### config.mk
export PLATFORM = sky130hd
export DESIGN_NAME = dram_rr_arbiter_flat
export DESIGN_NICKNAME = d
export VERILOG_FILES = /design/src/rtl/dram_rr_arbiter_if.sv /design/src/rtl/dram_rr_arbiter.sv /design/src/flat_wrapper.sv
export SDC_FILE = /design/constraint.sdc
export NUM_CORES = 1
export LEC_CHECK = 0
export BUFFER_PORTS_ARGS = -buffer_cell sky130_fd_sc_hd__buf_2
export CAP_MARGIN = 20
export CORE_AREA = 2 2 164 166
export CTS_CLUSTER_SIZE = 30
export DETAILED_ROUTE_END_ITERATION = 8
export DIE_AREA = 0 0 166 168
export PLACE_DENSITY = 0.6
export RECOVER_POWER = 25
export SLEW_MARGIN = 15
export SYNTH_ARGS = -nofsm -noshare
export SYNTH_HDL_FRONTEND = slang
export SYNTH_SLANG_ARGS = --single-unit
### constraint.sdc
create_clock -name CLK -period 1.99 [get_ports CLK]
set_input_delay 0.199 -clock CLK [delete_from_list [all_inputs] [get_ports CLK]]
set_output_delay 0.199 -clock CLK [all_outputs]
set_load 0.03 [all_outputs]
### src/rtl/dram_rr_arbiter_if.sv
// ---------------------------------------------------------------------------
// dram_rr_arbiter_if
//
// Purpose:
//    Bundles every signal that passes between the round-robin DRAM arbiter
//    and its surroundings (the requesting cores and the shared DRAM
//    controller) so that the arbiter can be connected with a single port.
//
// Modports:
//    slave  - the arbiter itself: it serves the core requests and drives the
//             DRAM command fields.
//    master - the environment (cores + DRAM controller): drives requests,
//             w_init_done, dram_busy and dram_odata; observes the rest.
//
// Signal summary (NCORES cores, AW address bits, DW data bits, GW grant bits):
//    w_init_done             env -> arb  arbitration enabled while high
//    req_valid/we/lock       env -> arb  per-core request, write, bus lock
//    req_addr  [NCORES*AW]   env -> arb  core i at [i*AW +: AW]
//    req_wdata [NCORES*DW]   env -> arb  core i at [i*DW +: DW]
//    req_ctrl  [NCORES*3]    env -> arb  core i at [i*3 +: 3]
//    core_busy/core_done     arb -> env  per-core busy level / done pulse
//    core_rdata [DW]         arb -> env  read data of the last completion
//    grant [GW]              arb -> env  current / last granted core
//    dram_le, dram_we_t      arb -> env  launch strobe, write qualifier
//    dram_addr/wdata/ctrl    arb -> env  registered command fields
//    dram_busy, dram_odata   env -> arb  DRAM status and read data
// ---------------------------------------------------------------------------
interface dram_rr_arbiter_if #(
   parameter int NCORES = 4,
   parameter int AW     = 32,
   parameter int DW     = 32,
   parameter int GW     = $clog2(NCORES)
) ();

   logic                 w_init_done;
   logic [NCORES-1:0]    req_valid;
   logic [NCORES-1:0]    req_we;
   logic [NCORES-1:0]    req_lock;
   logic [NCORES*AW-1:0] req_addr;
   logic [NCORES*DW-1:0] req_wdata;
   logic [NCORES*3-1:0]  req_ctrl;

   logic [NCORES-1:0]    core_busy;
   logic [NCORES-1:0]    core_done;
   logic [DW-1:0]        core_rdata;
   logic [GW-1:0]        grant;

   logic                 dram_le;
   logic                 dram_we_t;
   logic [AW-1:0]        dram_addr;
   logic [DW-1:0]        dram_wdata;
   logic [2:0]           dram_ctrl;
   logic                 dram_busy;
   logic [DW-1:0]        dram_odata;

   // Arbiter view: consumes requests and DRAM status, produces everything else.
   modport slave (
      input  w_init_done, req_valid, req_we, req_lock, req_addr, req_wdata,
             req_ctrl, dram_busy, dram_odata,
      output core_busy, core_done, core_rdata, grant, dram_le, dram_we_t,
             dram_addr, dram_wdata, dram_ctrl
   );

   // Environment view: the cores and the DRAM controller together.
   modport master (
      output w_init_done, req_valid, req_we, req_lock, req_addr, req_wdata,
             req_ctrl, dram_busy, dram_odata,
      input  core_busy, core_done, core_rdata, grant, dram_le, dram_we_t,
             dram_addr, dram_wdata, dram_ctrl
   );

endinterface

### src/rtl/dram_rr_arbiter.sv
// ---------------------------------------------------------------------------
// dram_rr_arbiter
//
// Purpose:
//    Shares one DRAM controller between NCORES requesting cores using
//    round-robin arbitration. A winning core's command (address, write data,
//    control code, write flag) is captured into registers when it is granted,
//    launched with dram_le, and held stable until the DRAM finishes, at which
//    point the core receives a one-cycle done pulse and the read data.
//
// Ports:
//    CLK   in   single clock, all logic on the rising edge
//    RST   in   synchronous, active-high reset
//    bus   slave modport of dram_rr_arbiter_if (requests, per-core status,
//          grant index, DRAM command / status signals)
//
// Parameters:
//    NCORES  number of cores, 2..16 (need not be a power of two)
//    AW, DW  DRAM address / data widths
//    GW      grant index width, $clog2(NCORES)
//
// Configuration:
//    ARB_LOCK_EN  when defined, a core that completes a transaction with its
//                 req_lock high keeps the bus: the following arbitrations
//                 consider only that core until it drops req_lock. When not
//                 defined, req_lock is ignored and arbitration is pure
//                 round-robin.
// ---------------------------------------------------------------------------
module dram_rr_arbiter #(
   parameter int NCORES = 4,
   parameter int AW     = 32,
   parameter int DW     = 32,
   parameter int GW     = $clog2(NCORES)
) (
   input logic           CLK,
   input logic           RST,
   dram_rr_arbiter_if.slave bus
);

   typedef enum logic [1:0] {
      IDLE,
      LAUNCH,
      WAIT_DONE
   } state_t;

   state_t         state;

   // First core examined by the next round-robin scan. It is kept separately
   // from grant because after reset the scan must start at core 0 while
   // grant also reads 0; after every grant it becomes grant+1 (mod NCORES).
   logic [GW-1:0]  scan_start;

   logic [GW-1:0]  winner;
   logic           winner_found;

`ifdef ARB_LOCK_EN
   // Set when the last completed transaction finished with its core's
   // req_lock high; cleared in IDLE once that core lets go of req_lock.
   logic           lock_flag;
`else
   // req_lock has no function in this build; folding it into a signal named
   // as unused keeps the intent explicit.
   logic           unused_req_lock;
   assign unused_req_lock = ^bus.req_lock;
`endif

   // Winner selection. The scan walks the cores starting at scan_start and
   // wrapping at NCORES (not at 2**GW, so non-power-of-two core counts wrap
   // correctly); the first valid core wins. While the bus is locked, only the
   // locking core may win, and nobody wins until it raises req_valid again.
   always_comb begin
      int idx;
      idx          = 0;
      winner       = '0;
      winner_found = 1'b0;
      for (int k = 0; k < NCORES; k++) begin
         idx = int'(scan_start) + k;
         if (idx >= NCORES) begin
            idx = idx - NCORES;
         end
         if (!winner_found && bus.req_valid[idx]) begin
            winner       = GW'(idx);
            winner_found = 1'b1;
         end
      end
`ifdef ARB_LOCK_EN
      if (lock_flag && bus.req_lock[bus.grant]) begin
         winner       = bus.grant;
         winner_found = bus.req_valid[bus.grant];
      end
`endif
   end

   // Main controller. IDLE arbitrates and captures the winner's command,
   // LAUNCH holds dram_le until the DRAM acknowledges by raising dram_busy,
   // WAIT_DONE waits for dram_busy to fall and then completes the core.
   // Every output is a register written here; core_done defaults to zero
   // each cycle so that it is a single-cycle pulse.
   always_ff @(posedge CLK) begin
      if (RST) begin
         state          <= IDLE;
         scan_start     <= '0;
         bus.grant      <= '0;
         bus.dram_le    <= 1'b0;
         bus.dram_we_t  <= 1'b0;
         bus.dram_addr  <= '0;
         bus.dram_wdata <= '0;
         bus.dram_ctrl  <= '0;
         bus.core_busy  <= '0;
         bus.core_done  <= '0;
         bus.core_rdata <= '0;
`ifdef ARB_LOCK_EN
         lock_flag      <= 1'b0;
`endif
      end else begin
         bus.core_done <= '0;
         case (state)
            IDLE: begin
`ifdef ARB_LOCK_EN
               if (lock_flag && !bus.req_lock[bus.grant]) begin
                  lock_flag <= 1'b0;
               end
`endif
               // dram_busy high here means another agent owns the DRAM,
               // so no launch is attempted until it falls.
               if (bus.w_init_done && !bus.dram_busy && winner_found) begin
                  bus.grant      <= winner;
                  bus.dram_addr  <= bus.req_addr[winner*AW +: AW];
                  bus.dram_wdata <= bus.req_wdata[winner*DW +: DW];
                  bus.dram_ctrl  <= bus.req_ctrl[winner*3 +: 3];
                  bus.dram_we_t  <= bus.req_we[winner];
                  bus.core_busy  <= NCORES'(1) << winner;
                  bus.dram_le    <= 1'b1;
                  scan_start     <= (winner == GW'(NCORES - 1)) ? '0
                                                                : winner + GW'(1);
                  state          <= LAUNCH;
               end
            end

            LAUNCH: begin
               if (bus.dram_busy) begin
                  bus.dram_le <= 1'b0;
                  state       <= WAIT_DONE;
               end
            end

            WAIT_DONE: begin
               // Completion does not depend on the core still requesting:
               // a core that dropped req_valid mid-transaction still gets
               // its done pulse.
               if (!bus.dram_busy) begin
                  bus.core_rdata <= bus.dram_odata;
                  bus.core_done  <= NCORES'(1) << bus.grant;
                  bus.core_busy  <= '0;
`ifdef ARB_LOCK_EN
                  lock_flag      <= bus.req_lock[bus.grant];
`endif
                  state          <= IDLE;
               end
            end

            default: begin
               state <= IDLE;
            end
         endcase
      end
   end

endmodule

### src/flat_wrapper.sv
// flat-port wrapper written by rule: the top's interface ports become plain ports
module dram_rr_arbiter_flat 
#(
   parameter int NCORES = 4,
   parameter int AW     = 32,
   parameter int DW     = 32,
   parameter int GW     = $clog2(NCORES)
)
  (CLK, RST, bus_w_init_done, bus_req_valid, bus_req_we, bus_req_lock, bus_req_addr, bus_req_wdata, bus_req_ctrl, bus_dram_busy, bus_dram_odata, bus_core_busy, bus_core_done, bus_core_rdata, bus_grant, bus_dram_le, bus_dram_we_t, bus_dram_addr, bus_dram_wdata, bus_dram_ctrl);
  dram_rr_arbiter_if #(.NCORES(NCORES), .AW(AW), .DW(DW), .GW(GW)) bus_i ();
  input logic CLK;
  input logic RST;
  input wire logic [$bits(bus_i.w_init_done)-1:0] bus_w_init_done;
  input wire logic [$bits(bus_i.req_valid)-1:0] bus_req_valid;
  input wire logic [$bits(bus_i.req_we)-1:0] bus_req_we;
  input wire logic [$bits(bus_i.req_lock)-1:0] bus_req_lock;
  input wire logic [$bits(bus_i.req_addr)-1:0] bus_req_addr;
  input wire logic [$bits(bus_i.req_wdata)-1:0] bus_req_wdata;
  input wire logic [$bits(bus_i.req_ctrl)-1:0] bus_req_ctrl;
  input wire logic [$bits(bus_i.dram_busy)-1:0] bus_dram_busy;
  input wire logic [$bits(bus_i.dram_odata)-1:0] bus_dram_odata;
  output wire logic [$bits(bus_i.core_busy)-1:0] bus_core_busy;
  output wire logic [$bits(bus_i.core_done)-1:0] bus_core_done;
  output wire logic [$bits(bus_i.core_rdata)-1:0] bus_core_rdata;
  output wire logic [$bits(bus_i.grant)-1:0] bus_grant;
  output wire logic [$bits(bus_i.dram_le)-1:0] bus_dram_le;
  output wire logic [$bits(bus_i.dram_we_t)-1:0] bus_dram_we_t;
  output wire logic [$bits(bus_i.dram_addr)-1:0] bus_dram_addr;
  output wire logic [$bits(bus_i.dram_wdata)-1:0] bus_dram_wdata;
  output wire logic [$bits(bus_i.dram_ctrl)-1:0] bus_dram_ctrl;
  assign bus_i.w_init_done = bus_w_init_done;
  assign bus_i.req_valid = bus_req_valid;
  assign bus_i.req_we = bus_req_we;
  assign bus_i.req_lock = bus_req_lock;
  assign bus_i.req_addr = bus_req_addr;
  assign bus_i.req_wdata = bus_req_wdata;
  assign bus_i.req_ctrl = bus_req_ctrl;
  assign bus_i.dram_busy = bus_dram_busy;
  assign bus_i.dram_odata = bus_dram_odata;
  assign bus_core_busy = bus_i.core_busy;
  assign bus_core_done = bus_i.core_done;
  assign bus_core_rdata = bus_i.core_rdata;
  assign bus_grant = bus_i.grant;
  assign bus_dram_le = bus_i.dram_le;
  assign bus_dram_we_t = bus_i.dram_we_t;
  assign bus_dram_addr = bus_i.dram_addr;
  assign bus_dram_wdata = bus_i.dram_wdata;
  assign bus_dram_ctrl = bus_i.dram_ctrl;
  dram_rr_arbiter #(.NCORES(NCORES), .AW(AW), .DW(DW), .GW(GW)) u_core (.CLK(CLK), .RST(RST), .bus(bus_i));
endmodule
==> summary.txt, run 1 <==
Floorplan
  – Placeable Area: 26,400 sq um
  – Die Width: 166 um
  – DIE HEIGHT: 168 um
  – Starting density of the core: 0.243
  – I/O Pins: 427
  – # rows: 60
  – Die footprint: 27,900 sq um

Place
  – Placed cell areas: 9190 sq um
  – Post-DP HPWL: 19,100 um
  – Number of I/O port buffers: 422
  – GPL Wtd Cong: 0.842

Layout
  – Area Growth Syn to Fin: 55.6%
  – Cell area after layout: 9970 sq um
  – Layout net count: 1,551
  – Layout cells sized above 1: 0.373

Synth
  – Gate count of the mapped netlist: 808
  – Distinct cells, synth: 39
  – Register bit count reported by yosys: 115
  – Mapped Area: 6410 sq um
  – Post-synth top flop: dfxtp_1
  – Synthesis Warnings: 0
  – Mean Syn Cell Area: 7.93 sq um
  – Syn nets: 1,124
  – Post-synth EDFFs: 0
  – Sequential fraction of the synthesis area: 0.359
  – FFs w/ async S/R, synth: 0

Detailed routing
  – First-pass DRT Iterations: 4
  – Wire length per cell: 16.2 um
  – DRC violation count after routing: 0
  – Initial detailed-routing violation count: 416
  – Detailed-route via count: 7,513
  – Antenna Nets Post-Route: 0
  – Final WL: 25,800 um
  – Via-to-Cell Ratio: 4.72

STA
  – Slew @ Worst Pin: 0.478 ns
  – Period minus WS final: 1.86 ns
  – Slew Limit Fails: 0
  – Final period util: 0.936
  – Fin. Hold Viols: 0
  – F_max: 0.537 GHz
  – Setup Skew: 0.00829 ns
  – Final setup viols: 0
  – Relative slew slack: 0.681

Setup path
  – Required time worst endpoint: 2.32 ns
  – Crit path kind: reg -> reg
  – Worst Path Arrival: 2.20 ns
  – CP Launch Type: flip-flop
  – Critical Path Sink Type: flip-flop
  – CP Max Fanout: 7

Clocking
  – H-tree Lvls: 4
  – Clk pin slew, worst setup/hold paths: 0.07 ns
  – Inserted Clock Buffers: 17
  – Maximum clock path buffer count: 2
  – Clock Latency Late Sink: 0.41 ns
  – Clk root buf: clkbuf_16
  – CTS tree: built
  – Clock tree sinks: 115

Pwr
  – Logic pwr share: 0.266
  – Net Switching: 2.71 mW
  – Static leakage: 4.46 nW
  – Clock power share: 0.413
  – Int Power: 5.43 mW
  – Power Total: 8.14 mW
  – PD cells: 816 nW/um^2
  – Maximum vdd drop: 461 uV
  – Switching portion of total power: 0.333
  – Reg power frac: 0.321

Global route
  – Antenna violations before repair: 2
  – Vias in the first global route: 7,426
  – Total track usage: 0.177
  – First-pass GRT wire length: 39,600 um
  – Largest net degree at the start of global routing: 46
  – Grt ovf: 0

Outcome
  – Status: completed

Min path
  – Hold Path Class: in -> reg

Job
  – Max-Cap Viols: 0
[cell usage after synthesis, types with 7 or more instances]
| cell type | instances | area [sq um] |
|---|---|---|
| a221oi_1 | 39 | 342 |
| o22ai_1 | 40 | 250 |
| a21oi_1 | 72 | 360 |
| buf_6 | 7 | 78.8 |
| clkbuf_1 | 46 | 173 |
| nor2_1 | 11 | 41.3 |
| or2_0 | 31 | 194 |
| o21bai_1 | 39 | 293 |
| nor3b_1 | 31 | 233 |
| o21ai_1 | 12 | 60.1 |
| o21ai_0 | 77 | 385 |
| mux2i_1 | 68 | 681 |
| nand2_1 | 99 | 372 |
| buf_2 | 16 | 80.1 |
| dfxtp_1 | 115 | 2300 |
| nand2b_1 | 7 | 43.8 |
| inv_1 | 61 | 229 |
[flip-flops by register name, summed over array words and instances, names as in the netlist]
signal,count
u_core.bus.dram_le,1
u_core.bus.dram_ctrl,3
u_core.bus.core_rdata,32
u_core.bus.dram_wdata,32
u_core.bus.dram_addr,32
u_core.bus.core_busy,4
u_core.state,2
u_core.bus.dram_we_t,1
u_core.scan_start,2
u_core.bus.core_done,4
u_core.bus.grant,2
[final cells by class]
type / count / area, sq um
fill: 2783 / 16400
multi-input combinational: 559 / 3600
timing repair buffer: 481 / 2780
sequential: 115 / 2300
tap: 341 / 427
clock buffer: 17 / 425
inverter: 61 / 229
clock inverter: 15 / 209
antenna: 2 / 5.00
[cell usage in the layout, fill, tap and decap left out, types with 4 or more instances in the layout]
cell type,count
buf_2,366
dfxtp_1,113
nand2_1,99
o21ai_0,76
a21oi_1,70
mux2i_1,68
inv_1,61
clkbuf_1,55
a221oi_1,39
o22ai_1,39
o21bai_1,38
nor3b_1,31
or2_0,31
buf_4,29
clkbuf_16,19
buf_12,18
o21ai_1,12
nor2_1,11
dlygate4sd3_1,10
nand2b_1,6
inv_8,6
or2_1,5
inv_6,4
[power groups by stage]
stage               Sequential (mW)  Combinational [mW]  Clock, mW
detailed placement             2.66                2.15          0
finish                         2.61                2.17       3.36
floorplan                      3.03               0.852          0
CTS                            2.61                2.17       3.49
global placement               2.66                2.13          0
global route                   2.64                2.34       3.61
[stage by stage]
| step | instances | hold slack [ns] | setup WS [ns] | util | TNS (ns) |
|---|---|---|---|---|---|
| 3_3_place_gp | 1540 | 0.439 | 0.0634 | 0.349 | 0 |
| 6_report | 1591 | 0.0259 | 0.126 | 0.378 | 0 |
| 2_1_floorplan | 808 | 0.335 | 0.341 | - | 0 |
| 3_5_place_dp | 1540 | 0.447 | 0.0297 | 0.349 | 0 |
| 4_1_cts | 1582 | 0.00147 | 0.0108 | 0.377 | 0 |
| 5_1_grt | 1591 | 0.0185 | -0.000245 | 0.378 | -0.000245 |
[path summary, 6_finish.rpt]
| check | from | depth (start not counted) | to | slack [ns] |
|---|---|---|---|---|
| worst max-delay path | u_core.state[1] | 8 | u_core.bus.dram_addr[3] | 0.13 |
| worst min-delay path | bus_dram_odata[13] | 3 | u_core.bus.core_rdata[13] | 0.03 |
| worst max register to register | u_core.state[1] | 8 | u_core.bus.dram_addr[3] | 0.13 |
| worst min register to register | u_core.bus.core_rdata[30] | 2 | u_core.bus.core_rdata[30] | 0.45 |
[logic make-up after synthesis]
kind of cell    Yosys count  synth area share
simple gates            200             0.162
compound gates          290             0.280
buf+inv                 134            0.0910
xor+xnor                  1           0.00137
mux                      68             0.106
flops                   115             0.359
[metal layers]
layer	part of all wire	vias up	GRT usage
met5	0	-	0
met4	0.017	0	0.0526
met3	0.062	28	0.0421
met2	0.49	268	0.307
met1	0.43	3500	0.218
li1	-	3717	-
[critical path, cell delays in order (launching register included)]
cell and delay [ns]:
dfxtp_2 0.36, nor4b_4 0.24, buf_4 0.17, a21boi_4 0.29, buf_12 0.14, clkbuf_16 0.14, o21bai_1 0.07, or2_2 0.28
o22ai_1 0.10
[repair_timing]
item	CTS	global route
setup buffers	0	5
endpoints found under the hold margin	10	0
hold buffers	10	0
resized for setup	0	7
endpoints found under the setup margin	0	63
No activity file was read; power rests on OpenSTA's default activity.
==> run 2: changes to the inputs <==
Settings changed: CAP_MARGIN 20 to 0.
Clock period 1.99 ns to 1.95 ns, I/O delays scaled along.
==> summary.txt, run 2 (synthesized netlist as in run 1, its figures left out) <==
Detailed routing
  – Detailed-route via count: 7,576
  – Initial detailed-routing violation count: 384
  – Antenna Nets Post-Route: 0
  – First-pass DRT Iterations: 5
  – Wire length per cell: 16.2 um
  – Via-to-Cell Ratio: 4.73
  – DRC violation count after routing: 0
  – Final WL: 25,900 um

STA
  – Final setup viols: 0
  – Fin. Hold Viols: 0
  – Slew Limit Fails: 0
  – Post-route setup TNS: 0 ns
  – RSZ-0062 raised after global routing: false
  – Final period util: 0.934
  – Period minus WS final: 1.82 ns
  – Setup Skew: 0.00927 ns
  – Slew @ Worst Pin: 1.15 ns
  – Relative slew slack: 0.231
  – F_max: 0.549 GHz

Setup path
  – WP buf/inv: 1
  – Critical Path Sink Type: flip-flop
  – CP Launch Type: flip-flop
  – Top delay family on crit path: compound AO/OA/AOI/OAI gates
  – Worst Path Arrival: 2.11 ns
  – Worst reg2reg path depth: 6
  – Worst reg2reg startpoint: u_core.scan_start[0]
  – Reg2Reg Setup Slack: 0.13 ns
  – Required time worst endpoint: 2.24 ns
  – CP max stage delay: 0.45 ns
  – Crit path cell chain: nand2b_2, a21oi_1, a21oi_4, buf_4, a221oi_1, o22ai_1
  – CP Max Fanout: 8
  – Crit path kind: reg -> reg
  – Worst R2R End: u_core.bus.dram_wdata[18]
  – Crit-path slowest cell: a221oi_1

Outcome
  – Status: completed

Clocking
  – Clock tree sinks: 115
  – Clock Latency Late Sink: 0.42 ns
  – Clk pin slew, worst setup/hold paths: 0.07 ns
  – H-tree Lvls: 4
  – Clk root buf: clkbuf_16
  – CTS tree: built
  – Maximum clock path buffer count: 2
  – Inserted Clock Buffers: 17

Global route
  – Antenna violations before repair: 2
  – Largest net degree at the start of global routing: 55
  – First-pass GRT wire length: 39,600 um
  – Grt ovf: 0
  – Total track usage: 0.176
  – Vias in the first global route: 7,212

Job
  – Max-Cap Viols: 0

Floorplan
  – Starting density of the core: 0.243
  – Placeable Area: 26,400 sq um
  – Die footprint: 27,900 sq um
  – Die Width: 166 um
  – I/O Pins: 427
  – DIE HEIGHT: 168 um
  – # rows: 60

Layout
  – Commonest cells after routing, fill and taps aside: buf_2, dfxtp_1, nand2_1
  – Top Registers: u_core.bus.core_rdata x32, u_core.bus.dram_addr x32, u_core.bus.dram_wdata x32
  – Layout net count: 1,562
  – Commonest non-fill, non-tap cell in the layout: buf_2
  – Area Growth Syn to Fin: 55.9%
  – Seq. cell area: 2300 sq um
  – Fill cell count: 2,765
  – Final Util: 0.379
  – Layout cells sized above 1: 0.373
  – Multi-input gate area: 3600 sq um

Pwr
  – Static leakage: 4.48 nW
  – Maximum vdd drop: 452 uV
  – Power Total: 8.19 mW
  – PD cells: 819 nW/um^2

Place
  – Post-DP HPWL: 19,000 um
  – GPL Wtd Cong: 0.828
  – Number of I/O port buffers: 422

Min path
  – Worst hold path endpoint: u_core.bus.core_rdata[10]
  – Hold Crit Depth: 3
  – Hold Path Class: in -> reg
  – Hold Startpoint: bus_dram_odata[10]
## run 2: worst max path at each step
| stage | cells past startpoint | end | from | slack (ns) |
|---|---|---|---|---|
| finish | 6 | u_core.bus.dram_wdata[18] | u_core.scan_start[0] | 0.13 |
| CTS | 6 | u_core.bus.dram_wdata[12] | u_core.scan_start[0] | 0.03 |
| detailed placement | 6 | u_core.bus.dram_wdata[23] | u_core.scan_start[0] | -0.007 |
| global placement | 6 | u_core.bus.dram_wdata[25] | u_core.scan_start[0] | 0.05 |
| global route | 8 | u_core.bus.dram_ctrl[0] | u_core.state[0] | 0.0002 |
| floorplan | 7 | u_core.bus.dram_ctrl[0] | u_core.state[0] | 0.30 |
## run 2: worst min-delay path, cell delays in order
cell and delay, ns:
buf_2 0.10, nand2_1 0.05, a21oi_1 0.05
## run 2: layer usage
metal	vias up	GRT usage	routed length [um]
met1	3489	0.221	11100
li1	3737	-	-
met4	0	0.0563	565
met5	-	0	0
met3	50	0.0458	1790
met2	300	0.295	12400
## run 2: metrics by stage
step / instances / setup WS [ns] / cell area [sq um] / hold WS [ns]
finish: 1601 / 0.128 / 9990 / 0.0255
CTS: 1593 / 0.0287 / 9970 / 0.000672
global route: 1601 / 0.000188 / 9990 / 0.0128
floorplan: 808 / 0.301 / 6410 / 0.331
detailed placement: 1543 / -0.00706 / 9180 / 0.440
global placement: 1543 / 0.0459 / 9180 / 0.435
## run 2: what timing repair did
action                                  in CTS  in global routing
hold buffers                                18                  0
pin swaps                                    0                  1
gates cloned                                 0                  1
setup buffers                                0                  6
endpoints found under the setup margin      11                 45
resized for setup                            1                  4
hold endpoints to repair                    18                  0
## run 2: layout make-up
| class | count | share of cell area |
|---|---|---|
| Multi-Input combinational cell | 559 | 0.360 |
| Timing Repair Buffer | 492 | 0.282 |
| Sequential cell | 115 | 0.231 |
| Tap cell | 341 | 0.0427 |
| Clock buffer | 17 | 0.0426 |
| Inverter | 61 | 0.0229 |
| Clock inverter | 15 | 0.0189 |
| Antenna cell | 1 | 0.000250 |
## run 2: report_power, final
| group | switching [mW] | leakage, nW | internal, mW |
|---|---|---|---|
| sequential | 0.118 | 0.944 | 2.55 |
| combinational | 1.31 | 3.24 | 0.906 |
| clock | 1.35 | 0.296 | 1.95 |
| total | 2.78 | 4.48 | 5.41 |
==> run 3: changes to the inputs <==
Settings changed: CTS_BUF_LIST set to sky130_fd_sc_hd__clkbuf_16, REMOVE_ABC_BUFFERS set to 1.
==> summary.txt, run 3 (synthesized netlist as in run 1, its figures left out) <==
Floorplan
  – I/O Pins: 427
  – # rows: 60
  – Die Width: 166 um
  – Die footprint: 27,900 sq um
  – Starting density of the core: 0.243
  – DIE HEIGHT: 168 um
  – Placeable Area: 26,400 sq um

Clocking
  – Inserted Clock Buffers: 17
  – Clk pin slew, worst setup/hold paths: 0.06 ns
  – Clock Latency Late Sink: 0.41 ns
  – CTS tree: built
  – H-tree Lvls: 4
  – Clock tree sinks: 115
  – Clk root buf: clkbuf_16
  – Maximum clock path buffer count: 2

Place
  – Post-DP HPWL: 18,200 um
  – Placed cell areas: 9200 sq um
  – Placed cells: 1,541
  – GPL Wtd Cong: 0.852
  – Pre-CTS setup slack: -0.0924 ns
  – Number of I/O port buffers: 422

Setup path
  – Crit path kind: reg -> reg
  – Worst Path Arrival: 2.14 ns
  – CP Launch Type: flip-flop
  – Worst reg2reg path depth: 8
  – CP Max Fanout: 18
  – Critical Path Sink Type: flip-flop
  – Required time worst endpoint: 2.29 ns

Layout
  – Multi-input gate area: 3610 sq um
  – Commonest cells after routing, fill and taps aside: buf_2, dfxtp_1, nand2_1
  – Top Registers: u_core.bus.core_rdata x32, u_core.bus.dram_addr x32, u_core.bus.dram_wdata x32
  – Fill cell count: 2,806
  – Area Growth Syn to Fin: 53.2%
  – Layout cells sized above 1: 0.371
  – Commonest non-fill, non-tap cell in the layout: buf_2
  – Final Util: 0.373
  – Layout net count: 1,539
  – Antenna diodes: 0
  – Cell area after layout: 9820 sq um
  – Seq. cell area: 2300 sq um
  – Final cell count without fillers: 1,577

STA
  – Fin Hold WS: 0.0259 ns
  – Setup Skew: 0.00821 ns
  – RSZ-0062 raised after global routing: false
  – Post-route setup TNS: 0 ns
  – F_max: 0.555 GHz
  – Relative slew slack: 0.666
  – Fin. Hold Viols: 0
  – Slew @ Worst Pin: 0.500 ns
  – Final period util: 0.924
  – Final setup viols: 0
  – Post-route setup slack: 0.148 ns
  – Slew Limit Fails: 0
  – Period minus WS final: 1.80 ns

Job
  – Max-Cap Viols: 0

Min path
  – Hold Path Class: in -> reg
  – Hold Crit Depth: 3

Detailed routing
  – First-pass DRT Iterations: 4
  – Wire length per cell: 15.6 um
  – Initial detailed-routing violation count: 369
  – Via-to-Cell Ratio: 4.67
  – Antenna Nets Post-Route: 0
  – Detailed-route via count: 7,367
  – Final WL: 24,600 um
  – DRC violation count after routing: 0

Outcome
  – Status: completed

Global route
  – Antenna violations before repair: 0
  – Vias in the first global route: 7,034
  – Grt ovf: 0
  – Total track usage: 0.169
  – First-pass GRT wire length: 37,700 um
  – Largest net degree at the start of global routing: 44

Pwr
  – Static leakage: 4.39 nW
  – Power Total: 8.23 mW
  – Maximum vdd drop: 426 uV
  – PD cells: 838 nW/um^2
## run 3: cell count changes in the layout (fill, tap and decap cells not counted), sizes merged
cell         previous run  this run
dlygate4sd3            18         3
buf                   417       410
inv                    70        64
clkinv                  2         6
bufinv                  2         4
clkbuf                 74        73
diode                   1         0
## run 3: worst max-delay path, stage by stage, from the launching register on
cell and delay (ns):
dfxtp_1 0.33, nor4b_4 0.24, buf_4 0.18, a21boi_4 0.22, buf_12 0.19, buf_12 0.16
o21bai_1 0.08, or2_0 0.22, o22ai_1 0.10
## run 3: final timing paths
kind | startpoint | end | slack (ns)
setup / recovery | u_core.state[1] | u_core.bus.dram_wdata[20] | 0.15
hold / removal | bus_dram_odata[9] | u_core.bus.core_rdata[9] | 0.03
setup reg to reg | u_core.state[1] | u_core.bus.dram_wdata[20] | 0.15
hold reg to reg | u_core.bus.core_rdata[9] | u_core.bus.core_rdata[9] | 0.45
## run 3: power by group
part	total (mW)	switching (mW)	internal, mW	leakage [nW]
sequential	2.66	0.109	2.55	0.943
clock	3.39	1.24	2.15	0.302
combinational	2.18	1.30	0.880	3.14
## run 3: layer usage
metal	share of wire	GRT usage
met5	0	0
met3	0.063	0.0451
met2	0.49	0.290
met1	0.43	0.209
met4	0.015	0.0480
## run 3: cell type report
cell class	instances	share of cell area
Tap cell	341	0.0434
Sequential cell	115	0.234
Clock inverter	15	0.0209
Multi-Input combinational cell	559	0.368
Clock buffer	17	0.0433
Timing Repair Buffer	469	0.267
Inverter	61	0.0233
## run 3: timing repair
action,in CTS,in global routing
resized for setup,2,3
pin swaps,0,2
hold endpoints to repair,3,0
hold buffers,3,0
endpoints found under the setup margin,2,67
buffers inserted,0,1
